## config.mk

```make
export PLATFORM = sky130hd
export DESIGN_NAME = soft_max
export DESIGN_NICKNAME = d
export VERILOG_FILES = /design/src/rtl/soft_max_pkg.sv /design/src/rtl/soft_max_cmp.sv /design/src/rtl/soft_max.sv
export SDC_FILE = /design/constraint.sdc
export NUM_CORES = 1
export LEC_CHECK = 0
export BUFFER_PORTS_ARGS = -buffer_cell sky130_fd_sc_hd__buf_2
export CAP_MARGIN = 40
export CORE_MARGIN = 4
export CORE_UTILIZATION = 54
export DETAILED_ROUTE_END_ITERATION = 8
export PLACE_DENSITY = 0.81
export SKIP_CTS_REPAIR_TIMING = 1
export SLEW_MARGIN = 30
export SYNTH_ARGS = -nofsm -noshare
export SYNTH_HDL_FRONTEND = slang
export SYNTH_SLANG_ARGS = --single-unit
```

## constraint.sdc

```tcl
create_clock -name clk -period 10.1 [get_ports clk]
set_input_delay 0 -clock clk [delete_from_list [all_inputs] [get_ports clk]]
set_output_delay 0 -clock clk [all_outputs]
set_load 0.02 [all_outputs]
```

## src/rtl/soft_max_pkg.sv

```systemverilog
// -----------------------------------------------------------------------------
// soft_max_pkg
// Shared definitions for the FC classification output stage (argmax).
//   SM_WORD_SIZE   default score width (two's-complement signed)
//   SM_LAYER_SIZE  default number of classes
//   idx_width()    width of a class index for a given class count
//   cand_t         (value, index) candidate carried through the compare tree
// -----------------------------------------------------------------------------
package soft_max_pkg;

    localparam int SM_WORD_SIZE  = 16;
    localparam int SM_LAYER_SIZE = 10;

    // Class-index width; callers guarantee n >= 2 so the result is never 0.
    function automatic int idx_width(input int n);
        return $clog2(n);
    endfunction

    localparam int SM_IDX_W = idx_width(SM_LAYER_SIZE);

    typedef struct packed {
        logic [SM_WORD_SIZE-1:0] value;
        logic [SM_IDX_W-1:0]     idx;
    } cand_t;

endpackage

```

## src/rtl/soft_max_cmp.sv

```systemverilog
// -----------------------------------------------------------------------------
// soft_max_cmp
// One compare-select node of the argmax tree.
//   a_i  left candidate (always carries the lower class indices)
//   b_i  right candidate
//   y_o  winner: b_i only when its value is strictly greater than a_i's,
//        so equal values resolve to the lower index.
// Values are compared as two's-complement signed numbers, full width.
// -----------------------------------------------------------------------------
module soft_max_cmp
    import soft_max_pkg::*;
#(
    parameter type node_t = cand_t
) (
    input  node_t a_i,
    input  node_t b_i,
    output node_t y_o
);

    // Strict-greater select keeps the left (lower-index) side on ties.
    always_comb begin
        y_o = a_i;
        if ($signed(b_i.value) > $signed(a_i.value)) begin
            y_o = b_i;
        end else begin
            y_o = a_i;
        end
    end

endmodule

```

## src/rtl/soft_max.sv

```systemverilog
// -----------------------------------------------------------------------------
// soft_max
// Classification output stage: reports the index of the largest signed score
// (lowest index on ties) one cycle after a vector is accepted.
//   clk        clock, rising edge
//   reset      synchronous, active-low reset
//   in_valid   X holds a valid score vector this cycle
//   X          LAYER_SIZE scores of WORD_SIZE bits, element k is class k
//   Z          index of the maximum score (registered)
//   out_valid  Z holds the result of the vector accepted on the previous edge
//   max_val    winning score (registered), only with SOFT_MAX_MAXVAL_EN
// Optional feature macro: SOFT_MAX_MAXVAL_EN adds the max_val output.
// A balanced combinational compare tree feeds a single output register, so a
// new vector can be accepted every cycle. When in_valid is low the results
// hold and out_valid drops.
// -----------------------------------------------------------------------------
module soft_max
    import soft_max_pkg::*;
#(
    parameter int WORD_SIZE  = SM_WORD_SIZE,
    parameter int LAYER_SIZE = SM_LAYER_SIZE
) (
    input  logic                             clk,
    input  logic                             reset,
    input  logic                             in_valid,
    input  logic [WORD_SIZE-1:0]             X [LAYER_SIZE],
`ifdef SOFT_MAX_MAXVAL_EN
    output logic [WORD_SIZE-1:0]             max_val,
`endif
    output logic [idx_width(LAYER_SIZE)-1:0] Z,
    output logic                             out_valid
);

    localparam int IDX_W  = idx_width(LAYER_SIZE);
    localparam int LEVELS = IDX_W;

    typedef struct packed {
        logic [WORD_SIZE-1:0] value;
        logic [IDX_W-1:0]     idx;
    } node_t;

    // Number of nodes on tree level l (level 0 = leaves); the unpaired node
    // of an odd level is carried up unchanged, hence the ceiling.
    function automatic int lvl_cnt(input int l);
        return (LAYER_SIZE + (1 << l) - 1) >> l;
    endfunction

    // Position of the first node of level l in the flat node array.
    function automatic int lvl_off(input int l);
        int s;
        s = 0;
        for (int i = 0; i < l; i++) begin
            s += lvl_cnt(i);
        end
        return s;
    endfunction

    localparam int N_NODES = lvl_off(LEVELS) + 1;
    localparam int ROOT    = N_NODES - 1;

    // All tree nodes, level by level; the last entry is the root.
    node_t node_s [N_NODES];

    for (genvar k = 0; k < LAYER_SIZE; k++) begin : g_leaf
        assign node_s[k] = '{value: X[k], idx: IDX_W'(k)};
    end

    for (genvar l = 0; l < LEVELS; l++) begin : g_lvl
        for (genvar j = 0; j < lvl_cnt(l + 1); j++) begin : g_node
            if (2 * j + 1 < lvl_cnt(l)) begin : g_cmp
                soft_max_cmp #(
                    .node_t (node_t)
                ) u_cmp (
                    .a_i (node_s[lvl_off(l) + 2 * j]),
                    .b_i (node_s[lvl_off(l) + 2 * j + 1]),
                    .y_o (node_s[lvl_off(l + 1) + j])
                );
            end else begin : g_pass
                assign node_s[lvl_off(l + 1) + j] = node_s[lvl_off(l) + 2 * j];
            end
        end
    end

    logic [IDX_W-1:0] z_q, z_d;
    logic             valid_q, valid_d;
`ifdef SOFT_MAX_MAXVAL_EN
    logic [WORD_SIZE-1:0] max_q, max_d;
`endif

    // Next-state: reset clears, a valid vector loads the root, otherwise hold.
    always_comb begin
        z_d     = z_q;
        valid_d = 1'b0;
`ifdef SOFT_MAX_MAXVAL_EN
        max_d   = max_q;
`endif
        if (!reset) begin
            z_d     = '0;
            valid_d = 1'b0;
`ifdef SOFT_MAX_MAXVAL_EN
            max_d   = '0;
`endif
        end else if (in_valid) begin
            z_d     = node_s[ROOT].idx;
            valid_d = 1'b1;
`ifdef SOFT_MAX_MAXVAL_EN
            max_d   = node_s[ROOT].value;
`endif
        end else begin
            z_d     = z_q;
            valid_d = 1'b0;
`ifdef SOFT_MAX_MAXVAL_EN
            max_d   = max_q;
`endif
        end
    end

    // Output registers.
    always_ff @(posedge clk) begin
        z_q     <= z_d;
        valid_q <= valid_d;
`ifdef SOFT_MAX_MAXVAL_EN
        max_q   <= max_d;
`endif
    end

    assign Z         = z_q;
    assign out_valid = valid_q;
`ifdef SOFT_MAX_MAXVAL_EN
    assign max_val   = max_q;
`endif

endmodule

```

; Yosys cells after proc, flatten, opt, wreduce, memory -nomap -nowiden
; Index checks and enable logic that the tools add are counted.
[op_classes]
order_cmp = 9
mux = 10
[ops]
columns = cell, count
row1 = $mux 20, 8
row2 = $gt 16x16->1, 9
row3 = $mux 4, 1
row4 = $mux 1, 1
[word_totals]
regBits = 5
inputBits = 163
out_inout_bits = 5
wordCells = 21

; Logic depth before layout (Yosys ltp)
[depth]
ltp_word = 8
depth_mapped = 45
ltp_nobuf = 42

; Modules after synthesis
; Synthesis repeated with hierarchy kept, for this count alone.
[unflattened]
cells_unflattened = 746
area_unflattened_um2 = 7105.6
[by_module_without_submodules]
columns = mod, n_inst, cells_per_inst, area_per_inst_um2, seq_area_each_um2
row1 = soft_max_cmp, 9, 81, 768.2, 0.0
row2 = soft_max, 1, 17, 191.4, 100.1

; Least setup slack after synthesis
; OpenSTA, ideal clock, no wires.
[synth_timing]
path_type = input port to flip-flop
from = input X[159] (netlist name)
to = register z_q[0] (netlist: Z[0])
arrival_time_ps = 8393
path_slack_ps = 1637
path_stages = 40
path_buffers = 6
path_cell_list = inv_1 -> ha_1 -> nand4_1 -> nor4_2 -> a21boi_2 -> a211oi_1 -> o21ai_1 -> buf_6 -> buf_1 -> mux2i_1 -> ha_1 -> and3_1 -> nand4_1 -> or3_1 -> buf_1 -> or4_1 -> o211ai_4 -> clkbuf_2 -> (+4 left out) -> o21a_1 -> o21ai_0 -> a21oi_1 -> o221ai_1 -> inv_1 -> clkbuf_1 -> clkbuf_1 -> a22oi_1 -> ha_1 -> a21o_1 -> a21o_1 -> a21oi_1 -> nor2_1 -> o311ai_0 -> mux2_2 -> a31oi_1 -> o41ai_1 -> a21oi_1
[synth_via]
elab_chain_len = 8
[synth_lines]
columns = item, line_no
row1 = from (decl), soft_max.sv:26  ; input logic [WORD_SIZE-1:0] X [LAYER_SIZE],
row2 = $gt 16x16->1, soft_max_cmp.sv:23  ; if ($signed(b_i.value) > $signed(a_i.value)) begin
row3 = $mux 20 *, soft_max_cmp.sv:23
row4 = $gt 16x16->1, soft_max_cmp.sv:23
row5 = $mux 20 *, soft_max_cmp.sv:23
row6 = $gt 16x16->1, soft_max_cmp.sv:23
row7 = $mux 20 *, soft_max_cmp.sv:23
row8 = $gt 16x16->1, soft_max_cmp.sv:23
row9 = $mux 4 *, soft_max_cmp.sv:23
row10 = to (signal assigned), soft_max.sv:120  ; z_q <= z_d;
row11 = to (decl), soft_max.sv:84  ; logic [IDX_W-1:0] z_q, z_d;
; Every way passes the cells marked *; elsewhere a longest branch is shown, timed or not.
; A chain may end at the register's enable or synchronous reset.

; Worst setup path after layout
; Ends and elaborated chain as after synthesis.

==> qor.csv <==
stage,metric,value,unit
run_status,status,finished clean,
synthesis,synth.most_common_cell,ha_1,
synthesis,syn-num-nets,1026,
timing,timing.hold.ws,64.9,ps
power,p_leak,3.52,nW
routing,ant_nets,0,
timing,fin_ws,1220,ps
grt,grt_max_degree,36,
grt,grt_pass1_vias,5752,
power,powerDensity,152,mW/mm^2
synthesis,syn_area,0.00525,mm^2
timing,finalSetupTns,0,ps
synthesis,yosysTopAreaCell,ha_1,
clock_network,path_clk_slew,40,ps
timing,setup_violations,0,
synthesis,synthCells,722,
place,portBuffers,167,
timing,slew_headroom,0.480,
critical_path,cp_common_cell,ha_1,
timing,fin_crit_sh,0.879,
layout,diodes,0,
timing,tightestPinTransition,780,ps
timing,grt_setup_unrepaired,false,
layout,fin_nets,1182,
critical_path,cp_data_required_time,10250,ps
synthesis,seq_area_frac_synth,0.0191,
floorplan,die_w,107,um
clock_network,clock-sinks,5,
layout,drive_above_1_share,0.237,
layout,final_cell_count_no_fill,1006,
synthesis,yosysUniqueCellTypes,62,
timing,slew_viol_final,0,
floorplan,initial_core_util,0.561,
synthesis,synth-edff-count,0,
synthesis,avgSynthCellArea,7.28,um^2
place,dp_cells,1001,
timing,finalCriticalPeriod,8880,ps
clock_network,cts_tree,done,
clock_network,cts-root-buf,clkbuf_8,
critical_path,path_class,input pin to register,
timing,final_hold_viol_count,0,
power,ir_worst_vdd,0.000111,V
critical_path,critical_path.startpoint_type,input pin,
synthesis,yosysWarningCount,0,
critical_path,cp.arrival,9020,ps
place,gp_congestion,0.941,
layout,fill_cells,837,
routing,viasPerCell,5.84,
clock_network,numCtsBuffers,3,
routing,wirelength,15900,um
grt,grt_usage,0.269,
critical_path,cpPeakStageDelay,650,ps
critical_path,crit_path_top_delay_cell,o311ai_1,
routing,wire_per_inst,15.8,um
grt,grt_pass1_wl,25600,um
floorplan,fp-row-count,35,
clock_network,clock_latency,220,ps
routing,first_iter_violations,403,
synthesis,synthTopCellsByCount,"ha_1 (141), inv_1 (93), nand2_1 (69), o21ai_0 (64), a21oi_1 (52)",
synthesis,yosys_register_bits,5,
routing,first_pass_iters,6,
place,dpl_worst_slack,702,ps
run,maxCapViolations,0,
critical_path,end_kind,register,
timing,fmax,113,MHz
grt,grt_overflow_total,0,
clock_network,cts_buffer_depth,2,
routing,vias,5877,
synthesis,synthFlopType,dfxtp_1,
routing,drc,0,
floorplan,core-area,0.00937,mm^2
synthesis,synthArstFlopShare,0,
synthesis,synth_top_area_frac,0.336,
worst_hold_path,hold_path.class,input pin to register,
synthesis,synth_area_leaders,"ha_1 (34%), mux2i_1 (7.0%), inv_1 (6.6%), o21ai_0 (6.1%), a21oi_1 (5.0%)",
critical_path,cp_max_fo,35,
floorplan,fp.dieArea,0.0114,mm^2
floorplan,io_pins,168,
place,dp_hpwl,14100,um
timing,finalClockSkew,0,ps
grt,antenna_found_initial,0,
floorplan,die_h,107,um
clock_network,htreeDepth,1,
layout,area_growth,19.3,%
-- final cells by class --
| type | instances | area, um^2 | area share |
|---|---|---|---|
| timing repair buffer | 173 | 896 | 0.143 |
| tap | 129 | 161 | 0.0257 |
| clock buffer | 4 | 45.0 | 0.00719 |
| sequential | 5 | 100 | 0.0160 |
| multi-input combinational | 602 | 4720 | 0.752 |
| inverter | 93 | 349 | 0.0557 |
-- cells by family after synthesis --
group,count (synthesis),share of synthesized area
adders and majority gates,142,0.338
AOI/OAI and AO/OA,219,0.266
xor gates and xnor gates,2,0.00333
DFF,5,0.0191
muxes,59,0.118
buffers and inverters,115,0.0876
and+or+nand+nor,180,0.167
-- path summary, 6_finish.rpt --
check,from,to,slack [ps],cells past startpoint
setup / recovery,X[159],Z[0]$_SDFFE_PN0P_,1220,38
hold / removal,reset,Z[2]$_SDFFE_PN0P_,60,2
setup reg to reg,Z[0]$_SDFFE_PN0P_,Z[0]$_SDFFE_PN0P_,9120,3
hold reg to reg,Z[2]$_SDFFE_PN0P_,Z[2]$_SDFFE_PN0P_,470,2
-- metal layers --
metal,vias to the layer above,GRT usage,share of wire
met5,-,0,0
met4,0,0.0539,0.016
met3,24,0.0163,0.062
met2,201,0.475,0.47
met1,2684,0.361,0.46
li1,2968,-,-
-- critical path: cells and delay by family --
| kind | cells | cell delay (ps) |
|---|---|---|
| fa+ha+maj | 4 | 1420 |
| buf+inv | 4 | 880 |
| compound gates | 16 | 3290 |
| mux | 2 | 670 |
| simple gates | 12 | 2770 |
-- where the power goes --
group	internal [W]	total (W)	switching [W]
Clock	0.0000271	0.0000365	0.00000949
Sequential	0.0000252	0.0000280	0.00000284
Combinational	0.000377	0.000889	0.000512
Total	0.000429	0.000954	0.000524
-- stage by stage --
stage	cell area (um^2)	utilization	total power [W]
2_1_floorplan	5250	-	0.000662
3_3_place_gp	6190	0.660	0.000841
3_5_place_dp	6210	0.662	0.000889
4_1_cts	6250	0.667	0.000932
5_1_grt	6270	0.669	0.00106
6_report	6270	0.669	0.000954
-- state kept, by name, indices dropped and copies added (netlist names) --
signal and flops:
Z 4, out_valid 1
-- cells in the final DEF (no fill, tap or decap), types with 3 or more instances in the layout --
cell / netlist / layout
nor4_1: 3 / 3
and4_1: 7 / 7
buf_4: 1 / 4
a21o_1: 18 / 18
mux2i_1: 37 / 37
clkbuf_8: 0 / 3
nand3_1: 6 / 6
nor2b_1: 10 / 10
and3_1: 6 / 6
a21oi_1: 52 / 52
mux2_2: 21 / 21
nand2_1: 69 / 69
a21boi_0: 3 / 3
nor2_1: 40 / 40
nor3_1: 4 / 4
ha_1: 141 / 141
a211oi_1: 8 / 8
o211ai_1: 6 / 6
inv_1: 93 / 93
buf_2: 1 / 167
dfxtp_1: 5 / 5
a22oi_1: 15 / 15
nand4_1: 21 / 21
o21ai_0: 64 / 64
o21a_1: 23 / 23
No activity file was read; power rests on OpenSTA's default activity.
